$ cat src/rtl/grf_wb_if.sv
// Bundle of the GRF write-side signals: main writeback, aux result offer, and GRF write outputs.
// master = producer side (pipeline/testbench), slave = the arbiter.
interface grf_wb_if #(
    parameter int CNT_W = 2
);
    logic             wb_valid;
    logic [4:0]       wb_addr;
    logic [31:0]      wb_data;
    logic [31:0]      wb_pc;

    // aux_valid/aux_ready: a transfer happens on a rising edge where both are 1.
    // aux_ready depends only on registered state; aux_valid may be held across cycles.
    logic             aux_valid;
    logic             aux_ready;
    logic [4:0]       aux_addr;
    logic [31:0]      aux_data;
    logic [31:0]      aux_pc;

    logic             grf_we;
    logic [4:0]       grf_waddr;
    logic [31:0]      grf_wdata;
    logic [31:0]      grf_pc;
    logic [31:0]      pending_mask;
    logic [CNT_W-1:0] aux_count;

    modport master (
        output wb_valid, wb_addr, wb_data, wb_pc,
        output aux_valid, aux_addr, aux_data, aux_pc,
        input  aux_ready,
        input  grf_we, grf_waddr, grf_wdata, grf_pc, pending_mask, aux_count
    );

    modport slave (
        input  wb_valid, wb_addr, wb_data, wb_pc,
        input  aux_valid, aux_addr, aux_data, aux_pc,
        output aux_ready,
        output grf_we, grf_waddr, grf_wdata, grf_pc, pending_mask, aux_count
    );
endinterface

$ cat src/rtl/grf_writeback_arbiter.sv
// Merges main-pipeline writebacks and queued multi-cycle results onto the single GRF write port.
// Main path has priority; aux results drain from a small FIFO in free slots, newer main writes kill stale aux entries.
module grf_writeback_arbiter #(
    parameter int DEPTH = 2,
    parameter int PTR_W = 1,
    parameter int CNT_W = 2
) (
    input  logic      clk,
    input  logic      reset,
    grf_wb_if.slave   bus
);

    // FIFO storage; live_q marks entries that will still produce a write
    logic             live_q [DEPTH];
    logic             live_d [DEPTH];
    logic [4:0]       addr_q [DEPTH];
    logic [4:0]       addr_d [DEPTH];
    logic [31:0]      data_q [DEPTH];
    logic [31:0]      data_d [DEPTH];
    logic [31:0]      pc_q   [DEPTH];
    logic [31:0]      pc_d   [DEPTH];

    logic [PTR_W-1:0] wr_ptr_q, wr_ptr_d;
    logic [PTR_W-1:0] rd_ptr_q, rd_ptr_d;
    logic [CNT_W-1:0] count_q, count_d;

    logic             grf_we_q, grf_we_d;
    logic [4:0]       grf_waddr_q, grf_waddr_d;
    logic [31:0]      grf_wdata_q, grf_wdata_d;
    logic [31:0]      grf_pc_q, grf_pc_d;

    logic             main_take;
    logic             fifo_full;
    logic             head_occ;
    logic             head_live;
    logic             push;
    logic             pop;
    logic             drain;
    logic [31:0]      mask;

    always_comb begin
        main_take = bus.wb_valid && (bus.wb_addr != 5'd0);
        fifo_full = (count_q == CNT_W'(DEPTH));
        head_occ  = (count_q != '0);
        head_live = live_q[rd_ptr_q];
        // Address-0 offers complete the handshake but are never stored
        push      = bus.aux_valid && !fifo_full && (bus.aux_addr != 5'd0);
        // Killed heads leave regardless of the main slot; live heads need a free slot
        drain     = head_occ && head_live && !main_take;
        pop       = head_occ && (!head_live || !main_take);
    end

    // FIFO next state: squash, then pop, then push (push never lands on the popped head)
    always_comb begin
        for (int i = 0; i < DEPTH; i++) begin
            live_d[i] = live_q[i];
            addr_d[i] = addr_q[i];
            data_d[i] = data_q[i];
            pc_d[i]   = pc_q[i];
        end
        wr_ptr_d = wr_ptr_q;
        rd_ptr_d = rd_ptr_q;
        count_d  = count_q;

        if (main_take) begin
            for (int i = 0; i < DEPTH; i++) begin
                if (addr_q[i] == bus.wb_addr) begin
                    live_d[i] = 1'b0;
                end
            end
        end

        if (pop) begin
            live_d[rd_ptr_q] = 1'b0;
            rd_ptr_d         = rd_ptr_q + PTR_W'(1);
        end

        if (push) begin
            live_d[wr_ptr_q] = !(main_take && (bus.aux_addr == bus.wb_addr));
            addr_d[wr_ptr_q] = bus.aux_addr;
            data_d[wr_ptr_q] = bus.aux_data;
            pc_d[wr_ptr_q]   = bus.aux_pc;
            wr_ptr_d         = wr_ptr_q + PTR_W'(1);
        end

        count_d = count_q + CNT_W'(push) - CNT_W'(pop);
    end

    // Output stage: address, data and pc hold when no write is selected
    always_comb begin
        grf_we_d    = 1'b0;
        grf_waddr_d = grf_waddr_q;
        grf_wdata_d = grf_wdata_q;
        grf_pc_d    = grf_pc_q;
        if (main_take) begin
            grf_we_d    = 1'b1;
            grf_waddr_d = bus.wb_addr;
            grf_wdata_d = bus.wb_data;
            grf_pc_d    = bus.wb_pc;
        end else if (drain) begin
            grf_we_d    = 1'b1;
            grf_waddr_d = addr_q[rd_ptr_q];
            grf_wdata_d = data_q[rd_ptr_q];
            grf_pc_d    = pc_q[rd_ptr_q];
        end
    end

    always_comb begin
        mask = '0;
        for (int i = 0; i < DEPTH; i++) begin
            if (live_q[i]) begin
                mask[addr_q[i]] = 1'b1;
            end
        end
        mask[0] = 1'b0;
    end

    always_ff @(posedge clk) begin
        if (reset) begin
            for (int i = 0; i < DEPTH; i++) begin
                live_q[i] <= 1'b0;
                addr_q[i] <= '0;
                data_q[i] <= '0;
                pc_q[i]   <= '0;
            end
            wr_ptr_q    <= '0;
            rd_ptr_q    <= '0;
            count_q     <= '0;
            grf_we_q    <= 1'b0;
            grf_waddr_q <= '0;
            grf_wdata_q <= '0;
            grf_pc_q    <= '0;
        end else begin
            for (int i = 0; i < DEPTH; i++) begin
                live_q[i] <= live_d[i];
                addr_q[i] <= addr_d[i];
                data_q[i] <= data_d[i];
                pc_q[i]   <= pc_d[i];
            end
            wr_ptr_q    <= wr_ptr_d;
            rd_ptr_q    <= rd_ptr_d;
            count_q     <= count_d;
            grf_we_q    <= grf_we_d;
            grf_waddr_q <= grf_waddr_d;
            grf_wdata_q <= grf_wdata_d;
            grf_pc_q    <= grf_pc_d;
        end
    end

    assign bus.aux_ready    = !fifo_full;
    assign bus.aux_count    = count_q;
    assign bus.pending_mask = mask;
    assign bus.grf_we       = grf_we_q;
    assign bus.grf_waddr    = grf_waddr_q;
    assign bus.grf_wdata    = grf_wdata_q;
    assign bus.grf_pc       = grf_pc_q;

endmodule

$ cat src/flat_wrapper.sv
// flat-port wrapper written by rule: the top's interface ports become plain ports
module grf_writeback_arbiter_flat 
#(
    parameter int DEPTH = 2,
    parameter int PTR_W = 1,
    parameter int CNT_W = 2
)
  (clk, reset, bus_wb_valid, bus_wb_addr, bus_wb_data, bus_wb_pc, bus_aux_valid, bus_aux_addr, bus_aux_data, bus_aux_pc, bus_aux_ready, bus_grf_we, bus_grf_waddr, bus_grf_wdata, bus_grf_pc, bus_pending_mask, bus_aux_count);
  grf_wb_if #(.CNT_W(CNT_W)) bus_i ();
  input  logic clk;
  input  logic reset;
  input wire logic [$bits(bus_i.wb_valid)-1:0] bus_wb_valid;
  input wire logic [$bits(bus_i.wb_addr)-1:0] bus_wb_addr;
  input wire logic [$bits(bus_i.wb_data)-1:0] bus_wb_data;
  input wire logic [$bits(bus_i.wb_pc)-1:0] bus_wb_pc;
  input wire logic [$bits(bus_i.aux_valid)-1:0] bus_aux_valid;
  input wire logic [$bits(bus_i.aux_addr)-1:0] bus_aux_addr;
  input wire logic [$bits(bus_i.aux_data)-1:0] bus_aux_data;
  input wire logic [$bits(bus_i.aux_pc)-1:0] bus_aux_pc;
  output wire logic [$bits(bus_i.aux_ready)-1:0] bus_aux_ready;
  output wire logic [$bits(bus_i.grf_we)-1:0] bus_grf_we;
  output wire logic [$bits(bus_i.grf_waddr)-1:0] bus_grf_waddr;
  output wire logic [$bits(bus_i.grf_wdata)-1:0] bus_grf_wdata;
  output wire logic [$bits(bus_i.grf_pc)-1:0] bus_grf_pc;
  output wire logic [$bits(bus_i.pending_mask)-1:0] bus_pending_mask;
  output wire logic [$bits(bus_i.aux_count)-1:0] bus_aux_count;
  assign bus_i.wb_valid = bus_wb_valid;
  assign bus_i.wb_addr = bus_wb_addr;
  assign bus_i.wb_data = bus_wb_data;
  assign bus_i.wb_pc = bus_wb_pc;
  assign bus_i.aux_valid = bus_aux_valid;
  assign bus_i.aux_addr = bus_aux_addr;
  assign bus_i.aux_data = bus_aux_data;
  assign bus_i.aux_pc = bus_aux_pc;
  assign bus_aux_ready = bus_i.aux_ready;
  assign bus_grf_we = bus_i.grf_we;
  assign bus_grf_waddr = bus_i.grf_waddr;
  assign bus_grf_wdata = bus_i.grf_wdata;
  assign bus_grf_pc = bus_i.grf_pc;
  assign bus_pending_mask = bus_i.pending_mask;
  assign bus_aux_count = bus_i.aux_count;
  grf_writeback_arbiter #(.DEPTH(DEPTH), .PTR_W(PTR_W), .CNT_W(CNT_W)) u_core (.clk(clk), .reset(reset), .bus(bus_i));
endmodule
$ cat config.mk
export PLATFORM = sky130hd
export DESIGN_NAME = grf_writeback_arbiter_flat
export DESIGN_NICKNAME = d
export VERILOG_FILES = /design/src/rtl/grf_wb_if.sv /design/src/rtl/grf_writeback_arbiter.sv /design/src/flat_wrapper.sv
export SDC_FILE = /design/constraint.sdc
export NUM_CORES = 1
export LEC_CHECK = 0
export CAP_MARGIN = 25
export CORE_MARGIN = 2
export CORE_UTILIZATION = 49
export DETAILED_ROUTE_END_ITERATION = 6
export PLACE_DENSITY = 0.88
export SETUP_SLACK_MARGIN = 0.3
export SYNTH_ARGS = -nofsm -noshare
export SYNTH_HDL_FRONTEND = slang
export SYNTH_SLANG_ARGS = --single-unit
export TNS_END_PERCENT = 30
$ cat constraint.sdc
create_clock -name clk -period 3.32 [get_ports clk]
set_clock_uncertainty 0.1 [all_clocks]
set_input_delay 0.83 -clock clk [delete_from_list [all_inputs] [get_ports clk]]
set_output_delay 0.83 -clock clk [all_outputs]
set_load 0.05 [all_outputs]
==> flow_summary.toml <==
[drt]
wire_per_inst_um = 17.1
wl_um = 28500
dr_total_vias = 9515
detail_route.iter0.violations = 651
drt_first_pass_iters = 5
ant_nets = 0
via_per_inst = 5.69
drc_errors = 0

[yosys]
synth_top_family_by_area = "simple AND/OR/NAND/NOR gates"
ys_ff_latch = 215
synth-edff-count = 0
synth_compound_area_frac = 0.202
synth_xor_area_frac = 0.0147
muxShareOfSynthArea = 0.0750
netlist_top_cells_area = "dfxtp_1 45%, nand2_1 14%, a21oi_1 11%"
synth_top_area_share = 0.453
yosys_warnings = 0
synth.distinct_cells = 39
yosys.area.top_type = "dfxtp_1"
yosys.area_share.simple = 0.204
yosys_most_used_dff = "dfxtp_1"
yosysMostFrequentCell = "nand2_1"
yosys.area_share.adder = 0.00132
netlist_top_cells_count = "352 x nand2_1, 215 x dfxtp_1, 209 x a21oi_1, 92 x clkbuf_1, 76 x nand3_1"
syn-num-nets = 1357
synth_area_sq_mm = 0.00950
synthArstFlopShare = 0
syn_area_per_cell_sq_um = 7.83
syn_inst = 1214
ys_seq_area_frac = 0.453

[grt]
grtUsageTotal = 0.267
grt_max_degree = 94
grt_antenna_before_repair = 0
gr-total-overflow = 0
grt_pass1_vias = 9070
grt_first_pass_wirelength_um = 44800

[cts]
postCtsSetupBuffers = 0
cts_made_buffers = 22
cts.clk_slew.worst_paths_ps = 60
cts-root-buf = "clkbuf_16"
clkLatencyLatePin_ps = 490
cts_max_level = 1
holdBufCountCts = 0
clock-sinks = 215
cts_tree = "yes"
cts_buffer_depth = 3

[job]
max_cap_viol_count = 0

[sta]
min_period_ps = 3140
rsz0062_at_grt = "yes"
clock.fmax_mhz = 319
hold_viol_final = 0
fin_tns_setup_ps = 0
slew_violations = 0
fin_ws_ps = 182
setup_violations = 0
slew_headroom = 0.491
fin_crit_sh = 0.945
tightest_slew_ps = 763

[setup_path]
worst-path-max-fanout = 8
end_kind = "output pin"
cp-start-kind = "flip-flop"
arrival_ps = 2210
worst_ep_required_time_ps = 2390
critPathKind = "flip-flop to output pin"

[layout]
fin_util = 0.680
n_antenna_cell = 0
fin_nets = 1539
drive_above_1_share = 0.0702
syn_to_final_growth_pct = 35.2

[power]
power.density_mw_per_mm2 = 507
p_leak_nw = 4.51
peakVddDrop_uv = 429
power.total_mw = 6.51

[floorplanning]
rows = 50
num_io_pins = 247
chipHeight_um = 143
dieArea_sq_mm = 0.0205
start_util = 0.503
core_area_sq_mm = 0.0189
die_w_um = 143

[min_path]
hold_class = "flip-flop to flip-flop"

[placed_design]
hpwl_um = 18300
pre_cts_ws_ps = 204
gp_congestion = 0.903
io_buffer_count = 245

[outcome]
status = "complete, no violations"
stage by stage:
| step | std cells | hold slack [ps] | cell area, sq um |
|---|---|---|---|
| 2_1_floorplan | 1214 | 336 | 9500 |
| 6_report | 1671 | 352 | 12800 |
| 3_3_place_gp | 1632 | 341 | 12100 |
| 5_1_grt | 1671 | 371 | 12800 |
| 3_5_place_dp | 1632 | 346 | 12100 |
| 4_1_cts | 1671 | 354 | 12900 |
cell usage in the layout (no fill, tap or decap), types with 4 or more instances in the layout:
cell type	Yosys	layout
a21oi_1	209	209
mux2i_1	69	69
clkbuf_1	92	6
dlygate4sd2_1	0	13
buf_4	1	26
nand3_1	76	76
nand2_1	352	352
clkbuf_8	0	7
dlymetal6s2s_1	0	4
nand3b_1	10	10
xnor2_1	14	14
clkbuf_16	0	23
o22ai_1	31	31
or3b_2	6	6
nor2_1	7	7
nor2b_1	4	4
clkdlybuf4s50_1	0	213
dfxtp_1	215	211
clkdlybuf4s15_2	0	5
o211ai_1	70	70
buf_12	0	7
o21ai_0	5	5
flip-flops by register name (all words and copies together) (netlist names), named ones only:
| name | cells |
|---|---|
| u_core.bus.grf_wdata | 32 |
| u_core.bus.aux_count | 2 |
| u_core.bus.grf_waddr | 5 |
| u_core.live_q | 2 |
| u_core.pc_q | 64 |
| u_core.addr_q | 10 |
| u_core.bus.grf_pc | 32 |
| u_core.rd_ptr_q | 1 |
| u_core.wr_ptr_q | 1 |
| u_core.data_q | 64 |
| u_core.bus.grf_we | 1 |
routing by layer:
metal	vias to the layer above	part of all wire	global-route usage
met3	62	0.083	0.0483
li1	4544	-	-
met5	-	0	0
met4	0	0.030	0.0965
met1	4474	0.39	0.324
met2	435	0.49	0.473
cell families after synthesis:
logic type	after synthesis
AO/OA/AOI/OAI	328
XOR/XNOR	16
adder cells (fa/ha/maj)	1
buffers and inverters	119
flip-flops	215
multiplexers	71
other	1
AND/OR/NAND/NOR	463
final cells by class:
| type | instances | area [sq um] |
|---|---|---|
| clock buffers | 36 | 694 |
| multi-input cells | 880 | 4750 |
| clock inverters | 3 | 18.8 |
| fillers | 1505 | 6040 |
| inverters | 3 | 11.3 |
| repair buffers | 274 | 2730 |
| flip-flops and latches | 215 | 4310 |
| well taps | 260 | 325 |
critical path: stages (launching register included):
cell,delay (ps)
dfxtp_1,450
or3b_2,520
o22ai_1,190
dlygate4sd2_1,560
where the power goes:
group          internal, mW  switching [mW]  leakage (nW)
logic                 0.505           0.759          2.39
clock network          1.42           0.978         0.353
registers              2.74           0.101          1.76
total                  4.67            1.84          4.51
path summary, 6_finish.rpt:
path | from | end | slack, ps | cells after the start
max | u_core.addr_q[0][3]$_SDFFE_PP0P_ | bus_pending_mask[9] | 180 | 3
min | u_core.data_q[1][15]$_SDFFE_PP0P_ | u_core.data_q[1][15]$_SDFFE_PP0P_ | 350 | 2
max reg2reg | u_core.live_q[1]$_SDFF_PP0_ | u_core.bus.grf_wdata[30]$_SDFFE_PP0P_ | 1030 | 5
min reg2reg | u_core.data_q[1][15]$_SDFFE_PP0P_ | u_core.data_q[1][15]$_SDFFE_PP0P_ | 350 | 2
timing repair:
action	CTS	global route
setup endpoints to repair	29	26
pin swaps	0	0
cloned	0	0
endpoints found under the hold margin	0	0
gates resized for setup	42	10
No activity file was read; power rests on OpenSTA's default activity.
